**src/rtl/contador_sincrono_decrescente_6bits.sv**
```systemverilog
// contador_sincrono_decrescente_6bits: free-running 6-bit synchronous down counter built from T cells
module t_cell (
  input  logic clk,
  input  logic RESET,
  input  logic t,
  output logic q
);
  logic q_q, q_d;
  // Toggle the stored bit when t is high
  always_comb q_d = q_q ^ t;
  // State flop with asynchronous active-low clear
  always_ff @(posedge clk or negedge RESET)
    if (!RESET) q_q <= 1'b0;
    else q_q <= q_d;
  assign q = q_q;
endmodule

module contador_sincrono_decrescente_6bits (
  input  logic       clk,
  output logic [5:0] q,
  input  logic       RESET
);
  logic [5:0] t;
  assign t[0] = 1'b1;
  for (genvar i = 0; i < 6; i++) begin : g_bit
    if (i > 0) begin : g_borrow
      assign t[i] = t[i-1] & ~q[i-1];
    end
    t_cell u_cell (.clk(clk), .RESET(RESET), .t(t[i]), .q(q[i]));
  end
endmodule

```
**config.mk**
```make
export PLATFORM = sky130hd
export DESIGN_NAME = contador_sincrono_decrescente_6bits
export DESIGN_NICKNAME = d
export VERILOG_FILES = /design/src/rtl/contador_sincrono_decrescente_6bits.sv
export SDC_FILE = /design/constraint.sdc
export NUM_CORES = 1
export LEC_CHECK = 0
export CORE_AREA = 3 3 40 42
export CTS_CLUSTER_SIZE = 12
export DETAILED_ROUTE_END_ITERATION = 7
export DIE_AREA = 0 0 43 45
export PLACE_DENSITY = 0.42
export REMOVE_ABC_BUFFERS = 1
export SYNTH_ARGS = -nofsm -noshare
export SYNTH_HDL_FRONTEND = slang
export SYNTH_SLANG_ARGS = --single-unit
```
**constraint.sdc**
```tcl
create_clock -name clk -period 1.6 [get_ports clk]
set_clock_uncertainty 0.2 [all_clocks]
set_input_delay 0.24 -clock clk [delete_from_list [all_inputs] [get_ports clk]]
set_output_delay 0.24 -clock clk [all_outputs]
set_load 0.1 [all_outputs]
```
==> impl_metrics.env, run 1 <==
export IMPL_fin_util=0.355
export IMPL_pre_cts_ws_ns=-0.00685
export IMPL_irDropWorstVdd_v=0.000212
export IMPL_grt_overflow=0
export IMPL_holdWs_ns=0.0380
export IMPL_post_route_min_period_ns=1.52
export IMPL_slew_headroom=0.823
export IMPL_synthCells=26
export IMPL_grt_pass1_vias=187
export IMPL_arrival_ns=1.44
export IMPL_dieArea_sq_um=1940
export IMPL_hold_viol_final=0
export IMPL_cp_required_ns=1.52
export IMPL_wirelength_um=404
export IMPL_power_leakage_nw=0.245
export IMPL_cts_tree="yes"
export IMPL_clkLatencyLatePin_ns=0.24
export IMPL_avgSynthCellArea_sq_um=11.1
export IMPL_port_buffers=7
export IMPL_antenna_left=0
export IMPL_cp_end_kind="flop"
export IMPL_cp_max_fo=2
export IMPL_r2r_cells=6
export IMPL_die_w_um=43
export IMPL_initial_core_util=0.224
export IMPL_wl_per_cell_um=8.42
export IMPL_drv_cap=0
export IMPL_synth_xor_area_share=0.0304
export IMPL_cts_buffer_depth=2
export IMPL_drcViolationCount=0
export IMPL_muxShareOfSynthArea=0
export IMPL_place_congestion=0.617
export IMPL_powerDensity_nw_per_um2=643
export IMPL_antenna_found_initial=0
export IMPL_synth_simple_area_share=0
export IMPL_grt_pass1_wl_um=793
export IMPL_seq_area_sq_um=150
export IMPL_clock_root_buffer="clkbuf_4"
export IMPL_drt_iter0_drc=1
export IMPL_ys_types=5
export IMPL_dp_cells=44
export IMPL_die_h_um=45
export IMPL_worst_slack_ns=0.0759
export IMPL_r2r_setup_slack_ns=0.08
export IMPL_fin_nets=41
export IMPL_diodes=0
export IMPL_cts_buffers=3
export IMPL_finalSetupViolations=0
export IMPL_dpl_cell_area_sq_um=407
export IMPL_finalNonFillerCells=48
export IMPL_yosys_warnings=0
export IMPL_largest_reg_flops=6
export IMPL_area_delta_synth_final_pct=58.7
export IMPL_synth_compound_area_share=0
export IMPL_path_class="reg -> reg"
export IMPL_clkSinkCount=6
export IMPL_htreeDepth=1
export IMPL_clk_pin_slew_worst_paths_ns=0.05
export IMPL_grt_max_degree=7
export IMPL_multi_input_comb_area_sq_um=78.8
export IMPL_gr_usage_all_layers=0.0628
export IMPL_critPathLaunchType="flop"
export IMPL_rsz0062_at_grt="no"
export IMPL_yosysSeqAreaShare=0.522
export IMPL_synth_cell_area_sq_um=288
export IMPL_stdcell_area_sq_um=457
export IMPL_rows=13
export IMPL_cts_hold_fix_buffers=0
export IMPL_nFillCells=130
export IMPL_slew_viol_final=0
export IMPL_dr_pass1_iters=2
export IMPL_tightest_slew_ns=0.264
export IMPL_yosys_area_share_adder=0.174
export IMPL_drive_above_1_share=0.515
export IMPL_vias=167
export IMPL_synth_top_family_by_area="buffers and inverters"
export IMPL_core_sq_um=1280
export IMPL_period_share=0.953
export IMPL_ios=8
export IMPL_status="finished, final reports clean"
export IMPL_hpwl_um=346
export IMPL_max_freq_mhz=656
export IMPL_viasPerCell=3.48
export IMPL_ys_seq_elements=6
export IMPL_hp_class="in -> async"
[per-layer routing]
layer	vias to the layer above	part of all wire	wire, um	track usage
met4	0	0.015	6	0.0723
met1	75	0.44	178	0.0613
met2	8	0.42	169	0.0778
li1	82	-	-	-
met5	-	0	0	0
met3	2	0.12	50	0.0478
[area by class of cell]
class,count,share of cell area
Multi-Input combinational cell,5,0.173
Inverter,9,0.0740
Sequential cell,6,0.329
Clock buffer,3,0.0493
Tap cell,15,0.0411
Timing Repair Buffer,10,0.334
[report_power, final]
| group | switching (W) | internal [W] |
|---|---|---|
| sequential | 0 | 0.000152 |
| clock | 0.0000519 | 0.0000847 |
| combinational | 0.00000270 | 0.00000217 |
[through the flow]
stage	power, W	setup TNS [ns]
5_1_grt	0.000314	0
3_5_place_dp	0.000160	-0.00685
6_report	0.000294	0
2_1_floorplan	0.000155	-2.08
4_1_cts	0.000303	0
3_3_place_gp	0.000160	0
[critical path, stage by stage (launching register included)]
cell     delay, ns
dfrtp_1       0.35
inv_2         0.05
ha_2          0.17
ha_2          0.16
ha_2          0.18
ha_4          0.15
xor2_1        0.15
[cell usage in the layout (no fill, tap or decap)]
cell type	instances
clkbuf_4	3
dfrtp_1	6
buf_4	3
xor2_1	1
inv_1	8
inv_2	1
ha_2	3
buf_12	6
ha_4	1
clkdlybuf4s50_1	1
[synth_stat cells]
library cell | instances | area share
buf_4 | 6 | 0.16
dfrtp_1 | 6 | 0.52
ha_1 | 4 | 0.17
xor2_1 | 1 | 0.030
inv_1 | 9 | 0.12
[worst paths after layout]
kind / start / endpoint
max reg2reg: g_bit[0].u_cell.q / g_bit[5].u_cell.q
min reg2reg: g_bit[0].u_cell.q / g_bit[0].u_cell.q
min: RESET / g_bit[3].u_cell.q
max in group asynchronous: RESET / g_bit[4].u_cell.q
min in group clk: g_bit[0].u_cell.q / g_bit[0].u_cell.q
max: g_bit[0].u_cell.q / g_bit[5].u_cell.q
[what timing repair did]
item	4_1_cts	5_1_grt
gates cloned	0	0
pin swaps	0	0
resized for setup	2	4
buffers inserted	1	0
setup endpoints to repair	1	2
[cell families after synthesis]
logic type,Yosys count
DFF,6
buffers and inverters,15
adders and majority gates,4
xor gates and xnor gates,1
Power figures use the tool's default switching activity.
==> run 2: changes to the inputs <==
Settings changed: SKIP_LAST_GASP set to 1.
==> results of run 2 <==
Final layout, timing and power as in run 1 (identical DEF).
